--- src/rtl/ram_burst_master_pkg.sv ---
// Shared types and default widths for the burst-mode RAM initiator.
package ram_ctrl_pkg;

  localparam int unsigned DEF_ADDRESS_SIZE = 20;
  localparam int unsigned DEF_DATA_WIDTH   = 32;
  localparam int unsigned DEF_LEN_WIDTH    = 8;

  typedef enum logic [1:0] {
    ST_IDLE  = 2'd0,
    ST_WRITE = 2'd1,
    ST_READ  = 2'd2,
    ST_DRAIN = 2'd3
  } state_e;

endpackage

--- src/rtl/ram_burst_master_if.sv ---
// Command, write-stream, read-stream and status signals of the burst master.
interface ram_burst_master_if
  import ram_ctrl_pkg::*;
#(
  parameter int unsigned ADDRESS_SIZE = DEF_ADDRESS_SIZE,
  parameter int unsigned DATA_WIDTH   = DEF_DATA_WIDTH,
  parameter int unsigned LEN_WIDTH    = DEF_LEN_WIDTH
) ();

  logic                    cmd_valid;
  logic                    cmd_ready;
  logic                    cmd_write;
  logic [ADDRESS_SIZE-1:0] cmd_addr;
  logic [LEN_WIDTH-1:0]    cmd_len;

  logic                    wr_valid;
  logic                    wr_ready;
  logic [DATA_WIDTH-1:0]   wr_data;

  logic                    rd_valid;
  logic                    rd_ready;
  logic [DATA_WIDTH-1:0]   rd_data;
  logic                    rd_last;

  logic                    done;
  logic                    busy;

  modport master (
    output cmd_valid, cmd_write, cmd_addr, cmd_len, wr_valid, wr_data, rd_ready,
    input  cmd_ready, wr_ready, rd_valid, rd_data, rd_last, done, busy
  );

  modport slave (
    input  cmd_valid, cmd_write, cmd_addr, cmd_len, wr_valid, wr_data, rd_ready,
    output cmd_ready, wr_ready, rd_valid, rd_data, rd_last, done, busy
  );

endinterface

--- src/rtl/ram_burst_master_counter.sv ---
// Burst address/beat counter: load start address and length, step on advance.
module ram_burst_counter
  import ram_ctrl_pkg::*;
#(
  parameter int unsigned ADDRESS_SIZE = DEF_ADDRESS_SIZE,
  parameter int unsigned LEN_WIDTH    = DEF_LEN_WIDTH
) (
  input  logic                    clk,
  input  logic                    rst,
  input  logic                    load_i,
  input  logic                    adv_i,
  input  logic [ADDRESS_SIZE-1:0] addr_i,
  input  logic [LEN_WIDTH-1:0]    len_i,
  output logic [ADDRESS_SIZE-1:0] addr_o,
  output logic                    last_o
);

  logic [ADDRESS_SIZE-1:0] addr_q, addr_d;
  logic [LEN_WIDTH-1:0]    cnt_q, cnt_d;

  always_comb begin
    addr_d = addr_q;
    cnt_d  = cnt_q;
    if (load_i) begin
      addr_d = addr_i;
      cnt_d  = len_i;
    end else if (adv_i) begin
      // address wraps modulo 2**ADDRESS_SIZE by natural overflow
      addr_d = addr_q + ADDRESS_SIZE'(1);
      cnt_d  = cnt_q - LEN_WIDTH'(1);
    end
  end

  always_ff @(posedge clk or posedge rst) begin
    if (rst) begin
      addr_q <= '0;
      cnt_q  <= '0;
    end else begin
      addr_q <= addr_d;
      cnt_q  <= cnt_d;
    end
  end

  assign addr_o = addr_q;
  assign last_o = (cnt_q == '0);

endmodule

--- src/rtl/ram_burst_master.sv ---
// Burst initiator for a single-port async-read/sync-write RAM.
module ram_burst_master
  import ram_ctrl_pkg::*;
#(
  parameter int unsigned ADDRESS_SIZE = DEF_ADDRESS_SIZE,
  parameter int unsigned DATA_WIDTH   = DEF_DATA_WIDTH,
  parameter int unsigned LEN_WIDTH    = DEF_LEN_WIDTH
) (
  input  logic                    clk,
  input  logic                    rst,
  ram_burst_master_if.slave       bus,
  output logic [ADDRESS_SIZE-1:0] ram_addr,
  output logic [DATA_WIDTH-1:0]   ram_din,
  output logic                    ram_rdwr,
  input  logic [DATA_WIDTH-1:0]   ram_dout
);

  state_e                  state_q, state_d;
  logic                    rd_valid_q, rd_valid_d;
  logic                    rd_last_q, rd_last_d;
  logic [DATA_WIDTH-1:0]   rd_data_q, rd_data_d;
  logic                    done_q, done_d;

  logic                    cmd_rdy;
  logic                    load;
  logic                    wr_beat;
  logic                    rd_cap;
  logic                    last_beat;

  // Holding off during the done cycle keeps back-to-back commands a cycle apart.
  assign cmd_rdy = (state_q == ST_IDLE) && !done_q && !rst;

  always_comb begin
    state_d    = state_q;
    rd_valid_d = rd_valid_q;
    rd_last_d  = rd_last_q;
    rd_data_d  = rd_data_q;
    done_d     = 1'b0;
    load       = 1'b0;
    wr_beat    = 1'b0;
    rd_cap     = 1'b0;
    case (state_q)
      ST_IDLE: begin
        if (bus.cmd_valid && cmd_rdy) begin
          load    = 1'b1;
          state_d = bus.cmd_write ? ST_WRITE : ST_READ;
        end
      end
      ST_WRITE: begin
        if (bus.wr_valid) begin
          wr_beat = 1'b1;
          if (last_beat) begin
            done_d  = 1'b1;
            state_d = ST_IDLE;
          end
        end
      end
      ST_READ: begin
        if (!rd_valid_q || bus.rd_ready) begin
          rd_cap     = 1'b1;
          rd_data_d  = ram_dout;
          rd_valid_d = 1'b1;
          rd_last_d  = last_beat;
          if (last_beat) state_d = ST_DRAIN;
        end
      end
      ST_DRAIN: begin
        if (rd_valid_q && bus.rd_ready && rd_last_q) begin
          rd_valid_d = 1'b0;
          done_d     = 1'b1;
          state_d    = ST_IDLE;
        end
      end
      default: state_d = ST_IDLE;
    endcase
  end

  always_ff @(posedge clk or posedge rst) begin
    if (rst) begin
      state_q    <= ST_IDLE;
      rd_valid_q <= 1'b0;
      rd_last_q  <= 1'b0;
      rd_data_q  <= '0;
      done_q     <= 1'b0;
    end else begin
      state_q    <= state_d;
      rd_valid_q <= rd_valid_d;
      rd_last_q  <= rd_last_d;
      rd_data_q  <= rd_data_d;
      done_q     <= done_d;
    end
  end

  ram_burst_counter #(
    .ADDRESS_SIZE (ADDRESS_SIZE),
    .LEN_WIDTH    (LEN_WIDTH)
  ) u_counter (
    .clk    (clk),
    .rst    (rst),
    .load_i (load),
    .adv_i  (wr_beat || rd_cap),
    .addr_i (bus.cmd_addr),
    .len_i  (bus.cmd_len),
    .addr_o (ram_addr),
    .last_o (last_beat)
  );

  assign ram_rdwr      = !wr_beat;
  assign ram_din       = bus.wr_data;

  assign bus.cmd_ready = cmd_rdy;
  assign bus.wr_ready  = (state_q == ST_WRITE);
  assign bus.rd_valid  = rd_valid_q;
  assign bus.rd_data   = rd_data_q;
  assign bus.rd_last   = rd_last_q;
  assign bus.done      = done_q;
  assign bus.busy      = (state_q != ST_IDLE);

endmodule

--- src/flat_wrapper.sv ---
// flat-port wrapper written by rule: the top's interface ports become plain ports
module ram_burst_master_flat import ram_ctrl_pkg::*;
#(
  parameter int unsigned ADDRESS_SIZE = DEF_ADDRESS_SIZE,
  parameter int unsigned DATA_WIDTH   = DEF_DATA_WIDTH,
  parameter int unsigned LEN_WIDTH    = DEF_LEN_WIDTH
)
  (clk, rst, ram_addr, ram_din, ram_rdwr, ram_dout, bus_cmd_valid, bus_cmd_write, bus_cmd_addr, bus_cmd_len, bus_wr_valid, bus_wr_data, bus_rd_ready, bus_cmd_ready, bus_wr_ready, bus_rd_valid, bus_rd_data, bus_rd_last, bus_done, bus_busy);
  ram_burst_master_if #(.ADDRESS_SIZE(ADDRESS_SIZE), .DATA_WIDTH(DATA_WIDTH), .LEN_WIDTH(LEN_WIDTH)) bus_i ();
  input  logic clk;
  input  logic rst;
  output logic [ADDRESS_SIZE-1:0] ram_addr;
  output logic [DATA_WIDTH-1:0] ram_din;
  output logic ram_rdwr;
  input  logic [DATA_WIDTH-1:0] ram_dout;
  input wire logic [$bits(bus_i.cmd_valid)-1:0] bus_cmd_valid;
  input wire logic [$bits(bus_i.cmd_write)-1:0] bus_cmd_write;
  input wire logic [$bits(bus_i.cmd_addr)-1:0] bus_cmd_addr;
  input wire logic [$bits(bus_i.cmd_len)-1:0] bus_cmd_len;
  input wire logic [$bits(bus_i.wr_valid)-1:0] bus_wr_valid;
  input wire logic [$bits(bus_i.wr_data)-1:0] bus_wr_data;
  input wire logic [$bits(bus_i.rd_ready)-1:0] bus_rd_ready;
  output wire logic [$bits(bus_i.cmd_ready)-1:0] bus_cmd_ready;
  output wire logic [$bits(bus_i.wr_ready)-1:0] bus_wr_ready;
  output wire logic [$bits(bus_i.rd_valid)-1:0] bus_rd_valid;
  output wire logic [$bits(bus_i.rd_data)-1:0] bus_rd_data;
  output wire logic [$bits(bus_i.rd_last)-1:0] bus_rd_last;
  output wire logic [$bits(bus_i.done)-1:0] bus_done;
  output wire logic [$bits(bus_i.busy)-1:0] bus_busy;
  assign bus_i.cmd_valid = bus_cmd_valid;
  assign bus_i.cmd_write = bus_cmd_write;
  assign bus_i.cmd_addr = bus_cmd_addr;
  assign bus_i.cmd_len = bus_cmd_len;
  assign bus_i.wr_valid = bus_wr_valid;
  assign bus_i.wr_data = bus_wr_data;
  assign bus_i.rd_ready = bus_rd_ready;
  assign bus_cmd_ready = bus_i.cmd_ready;
  assign bus_wr_ready = bus_i.wr_ready;
  assign bus_rd_valid = bus_i.rd_valid;
  assign bus_rd_data = bus_i.rd_data;
  assign bus_rd_last = bus_i.rd_last;
  assign bus_done = bus_i.done;
  assign bus_busy = bus_i.busy;
  ram_burst_master #(.ADDRESS_SIZE(ADDRESS_SIZE), .DATA_WIDTH(DATA_WIDTH), .LEN_WIDTH(LEN_WIDTH)) u_core (.clk(clk), .rst(rst), .bus(bus_i), .ram_addr(ram_addr), .ram_din(ram_din), .ram_rdwr(ram_rdwr), .ram_dout(ram_dout));
endmodule
--- config.mk ---
export PLATFORM = sky130hd
export DESIGN_NAME = ram_burst_master_flat
export DESIGN_NICKNAME = d
export VERILOG_FILES = /design/src/rtl/ram_burst_master_pkg.sv /design/src/rtl/ram_burst_master_if.sv /design/src/rtl/ram_burst_master_counter.sv /design/src/rtl/ram_burst_master.sv /design/src/flat_wrapper.sv
export SDC_FILE = /design/constraint.sdc
export NUM_CORES = 1
export LEC_CHECK = 0
export CORE_MARGIN = 2
export CORE_UTILIZATION = 43
export CTS_BUF_LIST = sky130_fd_sc_hd__clkbuf_2 sky130_fd_sc_hd__clkbuf_4 sky130_fd_sc_hd__clkbuf_8
export CTS_CLUSTER_DIAMETER = 50
export DETAILED_ROUTE_END_ITERATION = 7
export PLACE_DENSITY_LB_ADDON = 0.2
export SYNTH_ARGS = -nofsm -noshare
export SYNTH_HDL_FRONTEND = slang
export SYNTH_HIERARCHICAL = 1
export SYNTH_SLANG_ARGS = --single-unit
--- constraint.sdc ---
create_clock -name clk -period 7.05 [get_ports clk]
set_input_delay 1.41 -clock clk [delete_from_list [all_inputs] [get_ports clk]]
set_output_delay 1.41 -clock clk [all_outputs]
set_load 0.05 [all_outputs]
# Yosys cells after proc, flatten, opt, wreduce, memory -nomap -nowiden
# Index checks and enable logic that the tools add are counted.
dict set report totals {
  register_bits 65
  output_inout_bits 91
  elab_cells 62
}
dict set report op_classes {
  addsub 2
  n_eq_ne 9
  n_mux 25
  n_reduce_logical 19
}
# operator n
set ops {}
lappend ops {{$mux W20} 2}
lappend ops {{$add A20 B1 Y20 const B} 1}
lappend ops {{$mux W8} 2}
lappend ops {{$mux W2} 7}
lappend ops {{$mux W1} 11}
lappend ops {{$logic_not A8 Y1} 1}
lappend ops {{$ne A2 B1 Y1 const B} 4}
lappend ops {{$pmux W2 S4} 1}
lappend ops {{$sub A8 B1 Y8 const B} 1}
lappend ops {{$reduce_and A6 Y1} 1}
lappend ops {{$reduce_bool A2 Y1} 3}
lappend ops {{$logic_and A1 B1 Y1} 5}
lappend ops {{$eq A2 B2 Y1 const B} 2}
lappend ops {{$logic_not A1 Y1} 4}
lappend ops {{$ne A2 B2 Y1 const B} 2}
lappend ops {{$pmux W1 S2} 2}
lappend ops {{$reduce_and A3 Y1} 1}
lappend ops {{$eq A2 B1 Y1 const B} 1}
lappend ops {{$logic_not A2 Y1} 1}
lappend ops {{$logic_or A1 B1 Y1} 2}
lappend ops {{$reduce_and A2 Y1} 1}

# Longest topological paths before layout
# Gate-level depths: netlist of the first run.
dict set report logic_depth {
  ltp_word 7
  mapped_depth 11
  depth_no_buf 7
}

# Hierarchy
# Netlist of the first run, hierarchy kept.
# module n_inst cells_each area_each_um2 seq_area_each_um2
set modules_own_cells {}
lappend modules_own_cells {ram_burst_master 1 133 1890.6 925.9}
lappend modules_own_cells {ram_burst_counter 1 177 1564.0 700.7}

# Least setup slack after synthesis of the first run
# No wires, ideal clock.
dict set report synth_timing {
  path_type {input port to output port}
  start {input port rst}
  end {output port bus_cmd_ready}
  arrival_ps 2968
  required_ps 5640
  slack_ps 2672
  cell_stages 1
  path_buffers 0
  cell_sequence {nor4_1}
}
dict set report synth_via {
  elab_chain_cells 2
}
# element line_no
set synth_lines {}
lappend synth_lines {{from (decl)} flat_wrapper.sv:11} ;# input logic rst;
lappend synth_lines {{$logic_not A1 Y1} ram_burst_master.sv:31} ;# assign cmd_rdy = (state_q == ST_IDLE) && !done_q && !rst;
lappend synth_lines {{$logic_and A1 B1 Y1} ram_burst_master.sv:31}
lappend synth_lines {{to (decl)} flat_wrapper.sv:23} ;# output wire logic [$bits(bus_i.cmd_ready)-1:0] bus_cmd_ready;
# No other way between the ends.

# Worst setup path in the final report of the first run
# Same ends and word-level chain as after synthesis.

==> results of run 1 <==
[per-stage QoR]
step | total power, uW | instances | setup slack [ns] | hold WS, ns
6_report | 2420 | 511 | 2.56 | 0.510
5_1_grt | 2560 | 511 | 2.48 | 0.523
3_5_place_dp | 2070 | 495 | 2.56 | 0.491
4_1_cts | 2440 | 511 | 2.56 | 0.513
2_1_floorplan | 1710 | 310 | 2.67 | 0.537
3_3_place_gp | 2050 | 495 | 2.60 | 0.489
[cell families (layout without fill, tap and decap cells)]
family,count (synthesis),after routing
AND/OR/NAND/NOR,95,95
flip-flops,65,65
buffers and inverters,53,152
AO/OA/AOI/OAI,39,39
multiplexers,35,35
XOR/XNOR,20,20
adder cells (fa/ha/maj),3,3
[where the power goes]
group          total, uW  switching, uW  internal (uW)  leakage [uW]
registers            714            161            553      0.000769
logic               1340            805            538       0.00103
clock network        358            148            210      0.000113
total               2420           1110           1300       0.00192
[critical path, cell delays in order]
cell and delay (ns):
clkdlybuf4s50_1 0.46, nor4_1 0.32, clkdlybuf4s50_1 0.88
[sequential cells by signal, summed over array words and instances, names as in the netlist]
name	count
u_core/bus.rd_data	32
u_core/u_counter/addr_o	20
u_core/u_counter/cnt_q	8
u_core/state_q	2
u_core/bus.done	1
u_core/bus.rd_last	1
u_core/bus.rd_valid	1
[cell type report]
type                    instances  area (sq um)
clock buffers                  10           138
clock inverters                 6          90.1
fillers                       660          3040
inverters                       8          30.0
multi-input cells             192          1440
flip-flops and latches         65          1630
well taps                     102           128
repair buffers                128          1270
[synthesized netlist by cell type (3+ instances only)]
master	number
o31ai_1	3
o21ai_0	26
mux2_2	5
xor2_1	7
nand2_1	37
clkbuf_1	6
nand4_1	5
or2_2	4
dfrtp_1	65
buf_12	3
inv_1	8
nor3_1	5
nor2_1	11
or4_1	4
nor4_1	5
xnor2_1	13
nand3_1	8
mux2_4	29
a31oi_1	5
buf_4	32
ha_1	3
[worst max path at each step]
stage / depth (start not counted) / startpoint / endpoint
after CTS: 3 / rst / bus_cmd_ready
after global routing: 3 / rst / bus_cmd_ready
final: 3 / rst / bus_cmd_ready
after floorplan: 1 / rst / bus_cmd_ready
after detailed placement: 3 / rst / bus_cmd_ready
after global placement: 3 / rst / bus_cmd_ready
[layer usage]
layer | up-vias | global-route usage, %
met5 | - | 0
met3 | 13 | 5.40
met2 | 115 | 27.6
met1 | 1219 | 24.5
li1 | 1224 | -
met4 | 0 | 8.33
[placed cells by master, fill, tap and decap left out, drive strengths merged, types with 4 or more instances in the layout]
master and count:
a31oi 5, buf 4, clkbuf 10, clkdlybuf4s50 124
dfrtp 65, inv 9, mux2 34, nand2 37
nand3 8, nand4 6, nor2 11, nor3 5
nor4 5, o21ai 26, or2 4, or4 4
xnor2 13, xor2 7
==> key figures, run 1 <==
Timing
  – Slew Limit Fails: 0
  – Final hold violation count: 0
  – RSZ-0062 raised after global routing: false
  – Fmax: 223 MHz
  – Final setup violation count: 0
  – Setup TNS: 0 ns
  – Fin crit share: 63.6%
  – Worst slew pin tran: just under 0.6 ns
  – Worst Clk Skew: 0.00806 ns
  – Period minus WS final: 4.49 ns
  – Rel. slew slack: between 60 and 70%

Synth
  – Syn_nets: 411
  – Post-synthesis mux area share: 14.5%
  – Mapped Avg Cell Area: about 11 sq um
  – Synth async-reset ratio: 100%
  – Largest family of logic cells by synthesized area: simple AND/OR/NAND/NOR gates
  – Yosys top cell by area: dfrtp_1
  – Post-Synthesis Cell Area: 0.00345 sq mm
  – Post-synthesis cell type count: between 40 and 50
  – Area share of fa/ha/maj cells after synthesis: about 1.1%
  – Synth top area cells: dfrtp_1, mux2_4, buf_4, nand2_1, o21ai_0
  – Post-synth EDFFs: 0
  – Post-synthesis xor/xnor area fraction: 5.07%
  – Synth Area in Compound Gates: 6.37%
  – Yosys warning total: 6
  – Synth top area share: 47.1%
  – Yosys reg bits: 65
  – Post-synthesis sequential area ratio: between 40 and 50%
  – Simple-gate share of the synthesized area: 14.7%
  – Syn Inst Count: 310
  – Ys flop type: dfrtp_1

Placed design
  – Final RePlAce weighted congestion: approximately 0.79
  – Number of I/O port buffers: 124
  – Post-DP HPWL: around 5400 um
  – Post-Place Cell Area: 0.00450 sq mm

Final layout
  – Area grow syn2layout: 36.8%
  – Fin util: ~61%
  – Fraction of layout instances using a drive strength above 1: 15.6%
  – Final Cell Area: between 0.004 and 0.005 sq mm
  – Inserted Diodes: 0
  – Final #Nets: 505

Clocking
  – Clk_lat worst skew: 0.34 ns
  – CTS H-tree lvls: 3
  – Root Buffer: clkbuf_8
  – # hold bufs at CTS: 0
  – Clock Path Buffers: 2
  – Post_cts resized: 0
  – Num CTS Buffers: 9
  – CTS sink cnt: 65
  – Post-CTS Setup Inserts: 0
  – CTS tree: yes
  – CTS clk-pin slew, worst paths: 0.07 ns

Die
  – Die W: between 90 and 100 um
  – Initial Util: 44.5%
  – Chip Height: between 90 and 100 um
  – Die area: 0.00877 sq mm
  – Core Rows: 32
  – Top Ports: 189
  – Core area: 0.00777 sq mm

Routing
  – Wl on met1: 3520 um
  – Detail Route Antenna Nets: 0
  – Drt drc: 0
  – Via/cell ratio: 5.03
  – Met3 Routed Length: 511 um
  – Initial drt markers: 53
  – DR top layer: met4
  – Total Wirelength: 7520 um
  – Vias after detailed routing: around 2,600
  – Met2 wire len: 3350 um
  – Initial DRT Pass Iterations: 4
  – DR WL/cell: about 15 um

Critical path
  – FF-to-FF End: u_core/u_counter/addr_o[19]$_DFFE_PP0P_
  – Worst R2R Path Depth: 7
  – Setup crit start kind: input pin
  – Setup CP Type: in2out
  – Reg2reg start: u_core/state_q[1]$_DFFE_PP0P_
  – Reg2reg setup slack: 4.39 ns
  – WP data required: 5.64 ns
  – Critical path arrival: 3.08 ns
  – CP endpoint kind: output pin
  – CP Max Fanout: 4

Hold path
  – Worst hold path class: reg2reg
  – Hold path start: u_core/bus.rd_data[25]$_DFFE_PP0P_
  – WHS Path Cells: 1
  – Worst Hold Path EP: u_core/bus.rd_data[25]$_DFFE_PP0P_

Global routing
  – Total grt overflow: 0
  – First-pass GRT wire length: 12,500 um
  – Aggregate global-route resource usage: 18.4%
  – Largest net degree at the start of global routing: 46
  – Initial antenna violation count: 0
  – Number of global-route vias before repair: between 2,000 and 3,000

Run
  – MaxCap Viol Count: 0

Pwr
  – Max IR drop VDD: just over 0.3 mV
  – Pwr dens: 511 mW/mm^2
  – Total leakage power: approximately 0.0019 uW

Status
  – Status: finished clean
Note: power is estimated with default switching activity, not from simulation.
==> inputs of run 2 (changes only) <==
--- a/config.mk
+++ b/config.mk
@@ -6,7 +6,7 @@
 export NUM_CORES = 1
 export LEC_CHECK = 0
 export CORE_MARGIN = 2
-export CORE_UTILIZATION = 43
+export CORE_UTILIZATION = 40
 export CTS_BUF_LIST = sky130_fd_sc_hd__clkbuf_2 sky130_fd_sc_hd__clkbuf_4 sky130_fd_sc_hd__clkbuf_8
 export CTS_CLUSTER_DIAMETER = 50
 export DETAILED_ROUTE_END_ITERATION = 7
==> constraint.sdc (replaced) <==
create_clock -name clk -period 4.15 [get_ports clk]
set_input_delay 0.83 -clock clk [delete_from_list [all_inputs] [get_ports clk]]
set_output_delay 0.83 -clock clk [all_outputs]
set_load 0.05 [all_outputs]
==> key figures, run 2 (synthesis gave the netlist of run 1 again) <==
Critical path
  – Buf+Inv Stages, Crit Path: 2 (unchanged)
  – Critical Path Start: rst (unchanged)
  – Cell family with most CP delay: buffers and inverters (unchanged)
  – CP endpoint kind: output pin (unchanged)
  – CP Max Fanout: 4 (unchanged)
  – Max stage delay cell, worst path: clkdlybuf4s50_1 (unchanged)
  – Critical path arrival: 2.52 ns (was 3.08 ns)
  – Reg2reg start: u_core/state_q[1]$_DFFE_PP0P_ (unchanged)
  – Setup crit start kind: input pin (unchanged)
  – Setup CP Type: in2out (unchanged)
  – Crit path cell chain: clkdlybuf4s50_1, nor4_1, clkdlybuf4s50_1 (unchanged)
  – CP max stage delay: 0.89 ns (was 0.88 ns)
  – WP data required: 3.32 ns (was 5.64 ns)
  – CP most frequent cell: clkdlybuf4s50_1 (unchanged)

Pwr
  – Pwr dens: 877 mW/mm^2 (was 511 mW/mm^2)
  – Gate power share: 54.9% (was 55.6%)
  – Cell internal pwr: 2280 uW (was 1300 uW)
  – Clock power frac: 15.7% (was 14.8%)
  – Switching portion of total power: 45.2% (was 46.1%)
  – Max IR drop VDD: 0.458 mV (was 0.304 mV)
  – Switching power: 1880 uW (was 1110 uW)
  – Flop pwr share: 29.4% (was 29.6%)
  – Total leakage power: 0.00193 uW (was 0.00192 uW)

Clocking
  – Clk_lat worst skew: 0.33 ns (was 0.34 ns)
  – Num CTS Buffers: 9 (unchanged)
  – CTS tree: yes (unchanged)
  – # hold bufs at CTS: 0 (unchanged)
  – Clock Path Buffers: 2 (unchanged)
  – CTS clk-pin slew, worst paths: 0.06 ns (was 0.07 ns)
  – Root Buffer: clkbuf_8 (unchanged)
  – Post_cts resized: 0 (unchanged)
  – CTS H-tree lvls: 3 (unchanged)
  – CTS sink cnt: 65 (unchanged)
  – Post-CTS Setup Inserts: 0 (unchanged)

Status
  – Status: finished clean (unchanged)

Placed design
  – Number of I/O port buffers: 124 (unchanged)
  – Final RePlAce weighted congestion: 0.849 (was 0.789)
  – Post-DP HPWL: 5690 um (was 5390 um)
  – Placed Cells: 498 (was 495)

Final layout
  – Most common cell after layout, fill and taps aside: clkdlybuf4s50_1 (unchanged)
  – Fillers: 720 (was 660)
  – Area grow syn2layout: 37.5% (was 36.8%)
  – Max reg flops: 32 (unchanged)
  – Cell Count, Final, Fillers Out: 514 (was 511)
  – Most frequent cells in the layout: clkdlybuf4s50_1, dfrtp_1, nand2_1 (unchanged)
  – Fraction of layout instances using a drive strength above 1: 15.6% (unchanged)
  – Inserted Diodes: 0 (unchanged)
  – Final #Nets: 505 (unchanged)

Timing
  – Setup TNS: 0 ns (unchanged)
  – Slew Limit Fails: 0 (unchanged)
  – Fmax: just under 300 MHz
  – Fin crit share: 80.8%
  – Final setup violation count: 0 (unchanged)
  – RSZ-0062 raised after global routing: false (unchanged)
  – Final hold violation count: 0 (unchanged)
  – Rel. slew slack: 26.7% (was 60.3%)
  – Worst Clk Skew: 0.00949 ns (was 0.00806 ns)
  – Worst slew pin tran: 1.10 ns (was 0.587 ns)
  – Period minus WS final: between 3 and 4 ns

Routing
  – Initial drt markers: 142 (was 53)
  – DR WL/cell: 15.0 um (was 14.7 um)
  – Detail Route Antenna Nets: 0 (unchanged)
  – Total Wirelength: 7710 um (was 7520 um)
  – Initial DRT Pass Iterations: 4 (unchanged)
  – Drt drc: 0 (unchanged)
  – Vias after detailed routing: 2,554 (was 2,571)
  – Via/cell ratio: 4.97 (was 5.03)

Die
  – Initial Util: 41.6% (was 44.5%)
  – Top Ports: 189 (unchanged)
  – Die area: 0.00940 sq mm (was 0.00877 sq mm)
  – Chip Height: 96.9 um (was 93.6 um)
  – Die W: 96.9 um (was 93.6 um)
  – Core Rows: 33 (was 32)
  – Core area: 0.00830 sq mm (was 0.00777 sq mm)

Global routing
  – Initial antenna violation count: 0 (unchanged)
  – First-pass GRT wire length: 13,100 um (was 12,500 um)
  – Total grt overflow: 0 (unchanged)
  – Aggregate global-route resource usage: 17.2% (was 18.4%)
  – Number of global-route vias before repair: 2,585 (was 2,637)
  – Largest net degree at the start of global routing: 46 (unchanged)

Hold path
  – Hold path start: u_core/bus.rd_data[10]$_DFFE_PP0P_ (was u_core/bus.rd_data[25]$_DFFE_PP0P_)
  – Worst hold path class: reg2reg (unchanged)

Run
  – MaxCap Viol Count: 0 (unchanged)
## run 2: path summary, 6_finish.rpt
kind | depth (start not counted) | endpoint | slack [ns]
max | 3 | bus_cmd_ready | 0.80
min | 1 | u_core/bus.rd_data[10]$_DFFE_PP0P_ | 0.50
max reg2reg | 8 | u_core/u_counter/addr_o[17]$_DFFE_PP0P_ | 1.64
min reg2reg | 1 | u_core/bus.rd_data[10]$_DFFE_PP0P_ | 0.50
max in group asynchronous | 2 | u_core/u_counter/addr_o[19]$_DFFE_PP0P_ | 2.32
min in group asynchronous | 2 | u_core/bus.rd_data[31]$_DFFE_PP0P_ | 0.75
## run 2: final cells by class
class | count | area [sq um] | share of cell area [%]
clock buffers | 11 | 145 | 3.06
well taps | 105 | 131 | 2.77
flip-flops and latches | 65 | 1630 | 34.2
multi-input cells | 192 | 1440 | 30.4
inverters | 8 | 30.0 | 0.632
repair buffers | 128 | 1270 | 26.8
clock inverters | 5 | 103 | 2.16
## run 2: metrics by stage
stage | total power, uW | cell area, sq um | hold WS [ns] | util [%] | worst slack, ns
finish | 4160 | 4750 | 0.504 | 57.2 | 0.796
global placement | 3500 | 4500 | 0.489 | 54.2 | 0.838
floorplan | 2900 | 3450 | 0.537 | - | 0.689
detailed placement | 3530 | 4500 | 0.495 | 54.2 | 0.796
CTS | 4210 | 4750 | 0.511 | 57.2 | 0.788
global route | 4380 | 4750 | 0.528 | 57.2 | 0.727
## run 2: worst register-to-register path: cells and delay by family (launching register included)
family / cells / cell delay [ns]
buffers and inverters: 1 / 0.17
AND/OR/NAND/NOR: 6 / 1.61
AO/OA/AOI/OAI: 1 / 0.16
flip-flops: 1 / 0.49
## run 2: power by group through the flow
| stage | Clock (uW) | Sequential, uW | Combinational [uW] |
|---|---|---|---|
| 2_1_floorplan | 0 | 2080 | 819 |
| 3_3_place_gp | 0 | 1220 | 2280 |
| 3_5_place_dp | 0 | 1230 | 2290 |
| 4_1_cts | 679 | 1230 | 2300 |
| 5_1_grt | 701 | 1280 | 2400 |
| 6_report | 654 | 1220 | 2290 |
## run 2: routing by layer
metal / global-route usage (%) / vias up / routed length, um
met3: 3.83 / 12 / 450
met1: 23.1 / 1205 / 3560
met5: 0 / - / 0
met4: 6.83 / 0 / 116
met2: 26.9 / 115 / 3590
li1: - / 1222 / -
